## src/rtl/div_rr_sched.sv

```systemverilog
// div_rr_sched: round-robin scheduler sharing one multicycle unsigned divider among 4 requesters
module div_rr_sched #(
  parameter int DATAWIDTH  = 8,
  parameter int DIV_CYCLES = 2
) (
  input  logic                   Clk,
  input  logic                   Rst,
  input  logic [3:0]             req,
  input  logic [4*DATAWIDTH-1:0] a,
  input  logic [4*DATAWIDTH-1:0] b,
  output logic [3:0]             grant,
  output logic                   busy,
  output logic [3:0]             done,
  output logic [DATAWIDTH-1:0]   quot,
  output logic                   dz
);
  typedef enum logic [1:0] {IDLE, EXEC, DONE} state_t;
  localparam logic [7:0] CNT_INIT = 8'(DIV_CYCLES - 1);
  state_t state, state_n;
  logic [1:0] ptr, ptr_n, g, g_n, win;
  logic found;
  logic [7:0] cnt, cnt_n;
  logic [DATAWIDTH-1:0] a_reg, b_reg, a_n, b_n, quot_n, div_q;
  logic [3:0] grant_n, done_n;
  logic dz_n;
  assign busy = (state != IDLE);
  assign div_q = (b_reg == '0) ? '1 : a_reg / b_reg;
  // first requesting index at or after ptr, wrapping mod 4
  always_comb begin
    win = ptr;
    found = 1'b0;
    for (int k = 0; k < 4; k++) begin
      if (!found && req[ptr + 2'(k)]) begin
        win = ptr + 2'(k);
        found = 1'b1;
      end
    end
  end
  // next-state and datapath updates; operands and grant stay frozen outside IDLE
  always_comb begin
    state_n = state;
    ptr_n = ptr;
    g_n = g;
    grant_n = grant;
    done_n = 4'b0;
    a_n = a_reg;
    b_n = b_reg;
    cnt_n = cnt;
    quot_n = quot;
    dz_n = dz;
    case (state)
      IDLE: if (found) begin
        state_n = EXEC;
        g_n = win;
        grant_n = 4'b1 << win;
        a_n = a[win*DATAWIDTH +: DATAWIDTH];
        b_n = b[win*DATAWIDTH +: DATAWIDTH];
        cnt_n = CNT_INIT;
      end
      EXEC: if (cnt != 8'd0) cnt_n = cnt - 8'd1;
      else begin
        state_n = DONE;
        quot_n = div_q;
        dz_n = (b_reg == '0);
        done_n = 4'b1 << g;
      end
      DONE: begin
        state_n = IDLE;
        grant_n = 4'b0;
        ptr_n = g + 2'd1;
      end
      default: state_n = IDLE;
    endcase
  end
  // state register; reset aborts any operation in flight
  always_ff @(posedge Clk) begin
    if (Rst) begin
      state <= IDLE;
      ptr <= 2'd0;
      g <= 2'd0;
      grant <= 4'b0;
      done <= 4'b0;
      a_reg <= '0;
      b_reg <= '0;
      cnt <= 8'd0;
      quot <= '0;
      dz <= 1'b0;
    end else begin
      state <= state_n;
      ptr <= ptr_n;
      g <= g_n;
      grant <= grant_n;
      done <= done_n;
      a_reg <= a_n;
      b_reg <= b_n;
      cnt <= cnt_n;
      quot <= quot_n;
      dz <= dz_n;
    end
  end
endmodule

```

## config.mk

```make
export PLATFORM = sky130hd
export DESIGN_NAME = div_rr_sched
export DESIGN_NICKNAME = d
export VERILOG_FILES = /design/src/rtl/div_rr_sched.sv
export SDC_FILE = /design/constraint.sdc
export NUM_CORES = 1
export LEC_CHECK = 0
export ABC_AREA = 0
export BUFFER_PORTS_ARGS = -buffer_cell sky130_fd_sc_hd__clkbuf_2
export CORE_MARGIN = 4
export CORE_UTILIZATION = 45
export CTS_BUF_LIST = sky130_fd_sc_hd__clkbuf_16
export DETAILED_ROUTE_END_ITERATION = 10
export GPL_TIMING_DRIVEN = 0
export PLACE_DENSITY = 0.67
export SLEW_MARGIN = 20
export SYNTH_ARGS = -nofsm -noshare
export SYNTH_HDL_FRONTEND = slang
export SYNTH_SLANG_ARGS = --single-unit
```

## constraint.sdc

```tcl
create_clock -name Clk -period 25.6 [get_ports Clk]
set_input_delay 2.56 -clock Clk [delete_from_list [all_inputs] [get_ports Clk]]
set_output_delay 2.56 -clock Clk [all_outputs]
set_load 0.01 [all_outputs]
```

==> impl_metrics.py, run 1 <==
metrics = {
    "sta": {
        "rsz0062_at_grt": "no",
        "finalWorstSetupSlack_ns": 14.06,
        "whs_ns": 0.4864,
        "timing.fmax_mhz": 86.62,
        "fin_worst_skew_ns": 0.008051,
        "setup_tns_ns": 0,
        "period_needed_ns": 11.54,
        "relSlewSlack": 0.3729,
        "fin_crit_sh": 0.4509,
        "worst_slew_pin_slew_ns": 0.9328,
        "finalHoldViolCount": 0,
        "slew_viol_final": 0,
        "setup_viol_count_final": 0,
    },
    "floorplanning": {
        "io_pins": 88,
        "die_h_um": 100.5,
        "dieArea_um2": 10110,
        "core_area_um2": 8258,
        "start_util": 0.4667,
        "die_w_um": 100.5,
        "row_count": 33,
    },
    "min_path": {
        "holdCritPathClass": "reg2reg",
        "min_path_cells": 2,
    },
    "critical_path": {
        "critPathMostFrequentCell": "ha_1",
        "setup.reg_to_reg.worst_slack_ns": 14.06,
        "end_kind": "register",
        "reg2reg_depth": 41,
        "cp.arrival_ns": 11.75,
        "critical_path_class": "reg2reg",
        "path_buf_inv": 1,
        "path_delay_family": "compound AO/OA/AOI/OAI gates",
        "crit_required_ns": 25.81,
        "cp_slowest_cell": "a311oi_1",
        "cp_max_fo": 10,
        "path_depth": 41,
        "start_kind": "register",
        "slowest_delay_ns": 0.66,
    },
    "synth": {
        "synth_nets": 558,
        "synth_ff_type": "dfxtp_1",
        "synth.cell_area_um2": 3854,
        "synth_edf_count": 0,
        "ys_types": 68,
        "synth_seq_area_share": 0.2442,
        "async_flop_share": 0,
        "ys_ff_latch": 47,
        "syn_area_per_cell_um2": 8.564,
        "synth_cells": 450,
        "synth_warnings": 0,
    },
    "drt": {
        "drc": 0,
        "via_count": 3732,
        "postRouteAntennaNets": 0,
        "first_pass_iters": 5,
        "wl_per_cell_um": 16.34,
        "routed_via_density": 5.750,
        "drt_iter0_drc": 246,
        "wirelength_mm": 10.61,
    },
    "clock_network": {
        "clock_path_buffers": 2,
        "cts_inserted_buffers": 5,
        "cts.reportedPaths.clkPinSlew_ns": 0.07,
        "postCtsSetupBuffers": 0,
        "clock-sinks": 47,
        "root_buffer": "clkbuf_16",
        "cts_tree": "yes",
        "cts_hold_buf": 0,
        "cts.htree.levels": 2,
        "post_cts_resized": 0,
        "insertion_delay_ns": 0.29,
    },
    "status": {
        "status": "complete, no violations",
    },
    "grt": {
        "antenna_found_initial": 0,
        "grt_pass1_wl_mm": 17.39,
        "grt-ovfl-total": 0,
        "grt_usage": 0.2139,
        "grt_max_degree": 18,
        "grt_pass1_vias": 3633,
    },
    "placement": {
        "port_buffers": 86,
        "hpwlAfterDp_mm": 8.549,
        "routabilityCongestion": 0.8563,
        "post-place-ws_ns": 14.31,
        "dp_cells": 641,
    },
    "cells_and_area": {
        "final_cells": 649,
        "final_net_count": 651,
        "seqCellArea_um2": 940.9,
        "drive_above_1_share": 0.2426,
        "syn_to_final_growth_pct": 18.54,
        "multi_input_area_um2": 2741,
        "final_common_cell": "clkbuf_2",
        "fillers": 793,
        "final_cell_mix": "clkbuf_2 (86), nor2_1 (64), dfxtp_1 (47)",
        "n_antenna_cell": 0,
    },
    "run": {
        "maxCapViolCount": 0,
    },
}
-- Yosys cell counts (3+ instances only) --
cell type	count	area, µm²
o21ai_0	22	110.1
and3_1	4	25.02
nor3_1	14	70.07
a31oi_1	3	18.77
a211oi_1	9	67.56
nand2b_1	4	25.02
or4_1	3	22.52
o21a_1	6	45.04
o211ai_1	6	45.04
o31ai_1	4	30.03
dfxtp_1	47	940.9
and2_1	3	18.77
nand3_1	9	45.04
a21oi_1	26	130.1
o311ai_2	3	48.80
nor2b_1	7	43.79
nand2_1	31	116.4
ha_1	38	475.5
a21o_1	7	52.55
xor2_1	7	61.31
mux2_2	3	33.78
a21boi_0	3	22.52
o211a_1	4	40.04
xnor2_1	11	96.34
clkbuf_1	17	63.81
a22o_1	5	43.79
mux4_2	16	360.4
nor2_1	64	240.2
nor4b_1	3	26.28
inv_1	25	93.84
-- cell families after synthesis --
logic type | synth area share
DFF | 0.2442
adders and majority gates | 0.1234
muxes | 0.1162
buffers and inverters | 0.04448
AOI/OAI and AO/OA | 0.2302
and+or+nand+nor | 0.2006
xor gates and xnor gates | 0.04091
-- metal layers --
layer	global-route usage	up-vias	routed length, µm
li1	-	1847	-
met1	0.2778	1742	4756
met5	0	-	0
met4	0.05492	0	115
met3	0.03737	11	664
met2	0.3675	132	5069
-- worst min-delay path: stages, from the launching register on --
cell     delay (ns)
dfxtp_1        0.32
a21oi_1        0.06
nor2_1         0.07
-- worst paths after layout --
path | start | to
worst max-delay path | b_reg[4]$_SDFFE_PP0P_ | quot[0]$_SDFFE_PP0P_
worst min-delay path | dz$_SDFFE_PP0P_ | dz$_SDFFE_PP0P_
worst max register to register | b_reg[4]$_SDFFE_PP0P_ | quot[0]$_SDFFE_PP0P_
worst min register to register | dz$_SDFFE_PP0P_ | dz$_SDFFE_PP0P_
-- metrics by stage --
stage	utilization	area, µm²
final	0.5532	4568
after global routing	0.5532	4568
after CTS	0.5532	4568
after detailed placement	0.5347	4415
after global placement	0.5347	4415
after floorplan	-	3854
-- layout make-up --
cell class	instances	share of cell area
Tap cell	105	0.02876
Timing Repair Buffer	86	0.09422
Buffer	20	0.01698
Clock buffer	5	0.02739
Clock inverter	3	0.006026
Inverter	25	0.02054
Multi-Input combinational cell	358	0.6001
Sequential cell	47	0.2060
Power of run 1 is not shown: default switching activity piles up to over one toggle a cycle in this logic, so the estimate is an artifact.
==> inputs of run 2 (changes only) <==
- clock period: 25.6 -> 11 ns (I/O delays scaled with it)
==> impl_metrics.py, run 2 (synthesis gave the netlist of run 1 again) <==
metrics = {
    "status": {
        "status": "complete, no violations",
    },
    "min_path": {
        "holdCritPathClass": "reg2reg",
        "hold_path_end": "dz$_SDFFE_PP0P_",
        "min_path_cells": 2,
        "hold_path_startpoint": "dz$_SDFFE_PP0P_",
    },
    "drt": {
        "routed_via_density": 5.741,
        "postRouteAntennaNets": 0,
        "wirelength_mm": 10.71,
        "first_pass_iters": 5,
        "drt_iter0_drc": 208,
        "wl_per_cell_um": 16.25,
        "via_count": 3783,
        "drc": 0,
    },
    "critical_path": {
        "end_kind": "register",
        "start_kind": "register",
        "critical_path_class": "reg2reg",
        "setup.reg_to_reg.worst_slack_ns": 0.63,
        "crit_required_ns": 11.21,
        "r2r-end": "quot[0]$_SDFFE_PP0P_",
        "reg2reg_depth": 42,
        "cp_slowest_cell": "dfxtp_1",
        "r2r-start": "b_reg[0]$_SDFFE_PP0P_",
        "slowest_delay_ns": 0.42,
        "critPathMostFrequentCell": "ha_1",
        "cp_max_fo": 10,
        "cp.arrival_ns": 10.58,
    },
    "cells_and_area": {
        "syn_to_final_growth_pct": 21.88,
        "final_area_um2": 4697,
        "drive_above_1_share": 0.2708,
        "fin_util": 0.5688,
        "final_cell_mix": "clkbuf_2 (87), nor2_1 (63), dfxtp_1 (47)",
        "final_net_count": 661,
        "n_antenna_cell": 0,
        "fillers": 773,
        "final_common_cell": "clkbuf_2",
    },
    "floorplanning": {
        "io_pins": 88,
        "row_count": 33,
        "start_util": 0.4667,
        "dieArea_um2": 10110,
        "die_h_um": 100.5,
        "core_area_um2": 8258,
        "die_w_um": 100.5,
    },
    "sta": {
        "worst_slew_pin_slew_ns": 0.9409,
        "period_needed_ns": 10.37,
        "fin_worst_skew_ns": 0.006319,
        "finalHoldViolCount": 0,
        "slew_viol_final": 0,
        "setup_viol_count_final": 0,
        "timing.fmax_mhz": 96.42,
        "fin_crit_sh": 0.9429,
        "relSlewSlack": 0.3675,
    },
    "placement": {
        "hpwlAfterDp_mm": 8.549,
        "port_buffers": 86,
        "routabilityCongestion": 0.8563,
        "placedInstanceArea_um2": 4415,
    },
    "clock_network": {
        "cts.reportedPaths.clkPinSlew_ns": 0.07,
        "clock-sinks": 47,
        "clock_path_buffers": 2,
        "cts_inserted_buffers": 5,
        "cts_hold_buf": 0,
        "cts_tree": "yes",
        "cts.htree.levels": 2,
        "insertion_delay_ns": 0.29,
        "root_buffer": "clkbuf_16",
    },
    "grt": {
        "grt-ovfl-total": 0,
        "grt_pass1_wl_mm": 17.38,
        "grt_max_degree": 18,
        "grt_usage": 0.2139,
        "grt_pass1_vias": 3632,
        "antenna_found_initial": 0,
    },
    "run": {
        "maxCapViolCount": 0,
    },
}
-- run 2: worst max path at each step --
| stage | from | to | cells after the start |
|---|---|---|---|
| floorplan | b_reg[4]$_SDFFE_PP0P_ | quot[0]$_SDFFE_PP0P_ | 42 |
| global placement | b_reg[4]$_SDFFE_PP0P_ | quot[0]$_SDFFE_PP0P_ | 41 |
| detailed placement | b_reg[4]$_SDFFE_PP0P_ | quot[0]$_SDFFE_PP0P_ | 41 |
| CTS | b_reg[4]$_SDFFE_PP0P_ | quot[0]$_SDFFE_PP0P_ | 40 |
| global route | b_reg[5]$_SDFFE_PP0P_ | quot[0]$_SDFFE_PP0P_ | 41 |
| finish | b_reg[0]$_SDFFE_PP0P_ | quot[0]$_SDFFE_PP0P_ | 42 |
-- run 2: critical path: cells and delay by family (launching register included) --
kind / cells / cell delay, ns
simple gates: 5 / 0.64
flops: 1 / 0.42
fa+ha+maj: 8 / 2.53
mux: 1 / 0.39
compound gates: 26 / 5.76
buf+inv: 2 / 0.54
-- run 2: cell type report --
cell class	count	area (µm²)	share of cell area
clock buffer	5	125.1	0.02664
buffer	20	78.83	0.01678
clock inverter	3	27.53	0.005860
timing repair buffer	96	505.5	0.1076
inverter	25	97.59	0.02078
tap	105	131.4	0.02797
multi-input combinational	358	2790	0.5940
sequential	47	940.9	0.2003
-- run 2: timing repair --
| action | in CTS | in global routing |
|---|---|---|
| buffers inserted | 0 | 10 |
| pin swaps | 0 | 2 |
| hold endpoints to repair | 0 | 0 |
| setup endpoints to repair | 1 | 1 |
| gates resized for setup | 3 | 8 |
-- run 2: through the flow --
step                      cells  setup WS [ns]  hold WS, ns  setup TNS (ns)
final                       659         0.6285       0.4854               0
after global routing        659       -0.05284       0.5177        -0.05284
after CTS                   649         0.1421       0.4909               0
after detailed placement    641        -0.2915       0.4745         -0.2915
after global placement      641        -0.1498       0.4687         -0.1498
after floorplan             450          1.578       0.4502               0
-- run 2: per-layer routing --
| metal | vias to the layer above | wire length, µm | global-route usage |
|---|---|---|---|
| li1 | 1869 | - | - |
| met1 | 1768 | 4760 | 0.2778 |
| met2 | 132 | 5129 | 0.3675 |
| met3 | 14 | 684 | 0.03737 |
| met4 | 0 | 134 | 0.05492 |
| met5 | - | 0 | 0 |
Power of run 2 is left out for the same reason.
==> inputs of run 3 (changes only) <==
- CORE_UTILIZATION: 45 -> 55
- PLACE_DENSITY: 0.67 -> 0.8
==> impl_metrics.py, run 3 (synthesis gave the netlist of run 1 again) <==
metrics = {
    "critical_path": {
        "cp_slowest_cell": "dfxtp_1",
        "cp.arrival_ns": 10.72,
        "start_kind": "register",
        "slowest_delay_ns": 0.43,
        "critical_path_class": "reg2reg",
        "path_delay_family": "compound AO/OA/AOI/OAI gates",
        "critPathMostFrequentCell": "ha_1",
        "path_buf_inv": 2,
        "cp_max_fo": 10,
        "crit_required_ns": 11.21,
        "path_depth": 42,
        "reg2reg_depth": 42,
        "end_kind": "register",
    },
    "grt": {
        "grt-ovfl-total": 0,
        "grt_max_degree": 17,
        "grt_usage": 0.2562,
        "antenna_found_initial": 0,
        "grt_pass1_vias": 3815,
        "grt_pass1_wl_mm": 17.48,
    },
    "drt": {
        "via_count": 3881,
        "wirelength_mm": 10.88,
        "first_pass_iters": 5,
        "postRouteAntennaNets": 0,
        "wl_per_cell_um": 16.77,
        "routed_via_density": 5.980,
        "drc": 0,
        "drt_iter0_drc": 232,
    },
    "sta": {
        "slew_viol_final": 0,
        "finalHoldViolCount": 0,
        "fin_worst_skew_ns": 0.008530,
        "setup_tns_ns": 0,
        "setup_viol_count_final": 0,
        "whs_ns": 0.4871,
        "worst_slew_pin_slew_ns": 0.8865,
        "timing.fmax_mhz": 95.13,
        "period_needed_ns": 10.51,
        "fin_crit_sh": 0.9556,
        "relSlewSlack": 0.4041,
        "finalWorstSetupSlack_ns": 0.4879,
    },
    "cells_and_area": {
        "final_net_count": 660,
        "final_cell_mix": "clkbuf_2 (87), nor2_1 (64), dfxtp_1 (47)",
        "final_common_cell": "clkbuf_2",
        "syn_to_final_growth_pct": 21.40,
        "drive_above_1_share": 0.2658,
        "n_antenna_cell": 0,
    },
    "placement": {
        "hpwlAfterDp_mm": 8.392,
        "routabilityCongestion": 0.8996,
        "port_buffers": 86,
        "post-place-ws_ns": -0.2245,
    },
    "clock_network": {
        "cts_tree": "yes",
        "cts.reportedPaths.clkPinSlew_ns": 0.07,
        "cts_hold_buf": 0,
        "cts_inserted_buffers": 5,
        "root_buffer": "clkbuf_16",
        "cts.htree.levels": 2,
        "clock_path_buffers": 2,
        "clock-sinks": 47,
        "insertion_delay_ns": 0.30,
    },
    "floorplanning": {
        "die_w_um": 91.71,
        "core_area_um2": 6794,
        "dieArea_um2": 8410,
        "io_pins": 88,
        "die_h_um": 91.71,
        "row_count": 30,
        "start_util": 0.5672,
    },
    "run": {
        "maxCapViolCount": 0,
    },
    "min_path": {
        "holdCritPathClass": "reg2reg",
        "min_path_cells": 2,
    },
    "status": {
        "status": "complete, no violations",
    },
}
run 3: cell types whose count changed in the layout (fill, tap and decap cells not counted), sizes merged:
cell,change
buf,-1
clkinvlp,-1
inv,-1
clkinv,+2
run 3: worst paths after layout:
check,from,to,slack [ns]
max,b_reg[0]$_SDFFE_PP0P_,quot[0]$_SDFFE_PP0P_,0.49
min,grant[2]$_SDFFE_PP0P_,grant[2]$_SDFFE_PP0P_,0.49
max reg2reg,b_reg[0]$_SDFFE_PP0P_,quot[0]$_SDFFE_PP0P_,0.49
min reg2reg,grant[2]$_SDFFE_PP0P_,grant[2]$_SDFFE_PP0P_,0.49
run 3: tightest hold or removal path: stages, from the launching register on:
cell and delay [ns]:
dfxtp_1 0.32, nand3_1 0.06, a21oi_1 0.06
run 3: final cells by class:
type,count,area [µm²]
Fill cell,515,2116
Buffer,20,78.83
Clock inverter,3,22.52
Timing Repair Buffer,95,498.0
Inverter,25,97.59
Clock buffer,5,125.1
Multi-Input combinational cell,358,2795
Sequential cell,47,940.9
Tap cell,96,120.1
run 3: what timing repair did:
action / in CTS / in global routing
setup endpoints to repair: 1 / 1
pin swaps: 0 / 3
resized for setup: 2 / 9
buffers inserted: 0 / 9
run 3: per-layer routing:
layer / vias to the layer above / GRT usage / share of wire
li1: 1870 / - / -
met1: 1816 / 0.3146 / 0.43
met2: 171 / 0.4504 / 0.48
met3: 24 / 0.04922 / 0.065
met4: 0 / 0.08168 / 0.022
met5: - / 0 / 0
run 3: stage by stage:
stage,instance area (µm²),cells,utilization
finish,4678,649,0.6886
detailed placement,4404,632,0.6483
global placement,4404,632,0.6483
CTS,4564,640,0.6718
floorplan,3854,450,-
global route,4678,649,0.6886
Power of run 3 is left out for the same reason.
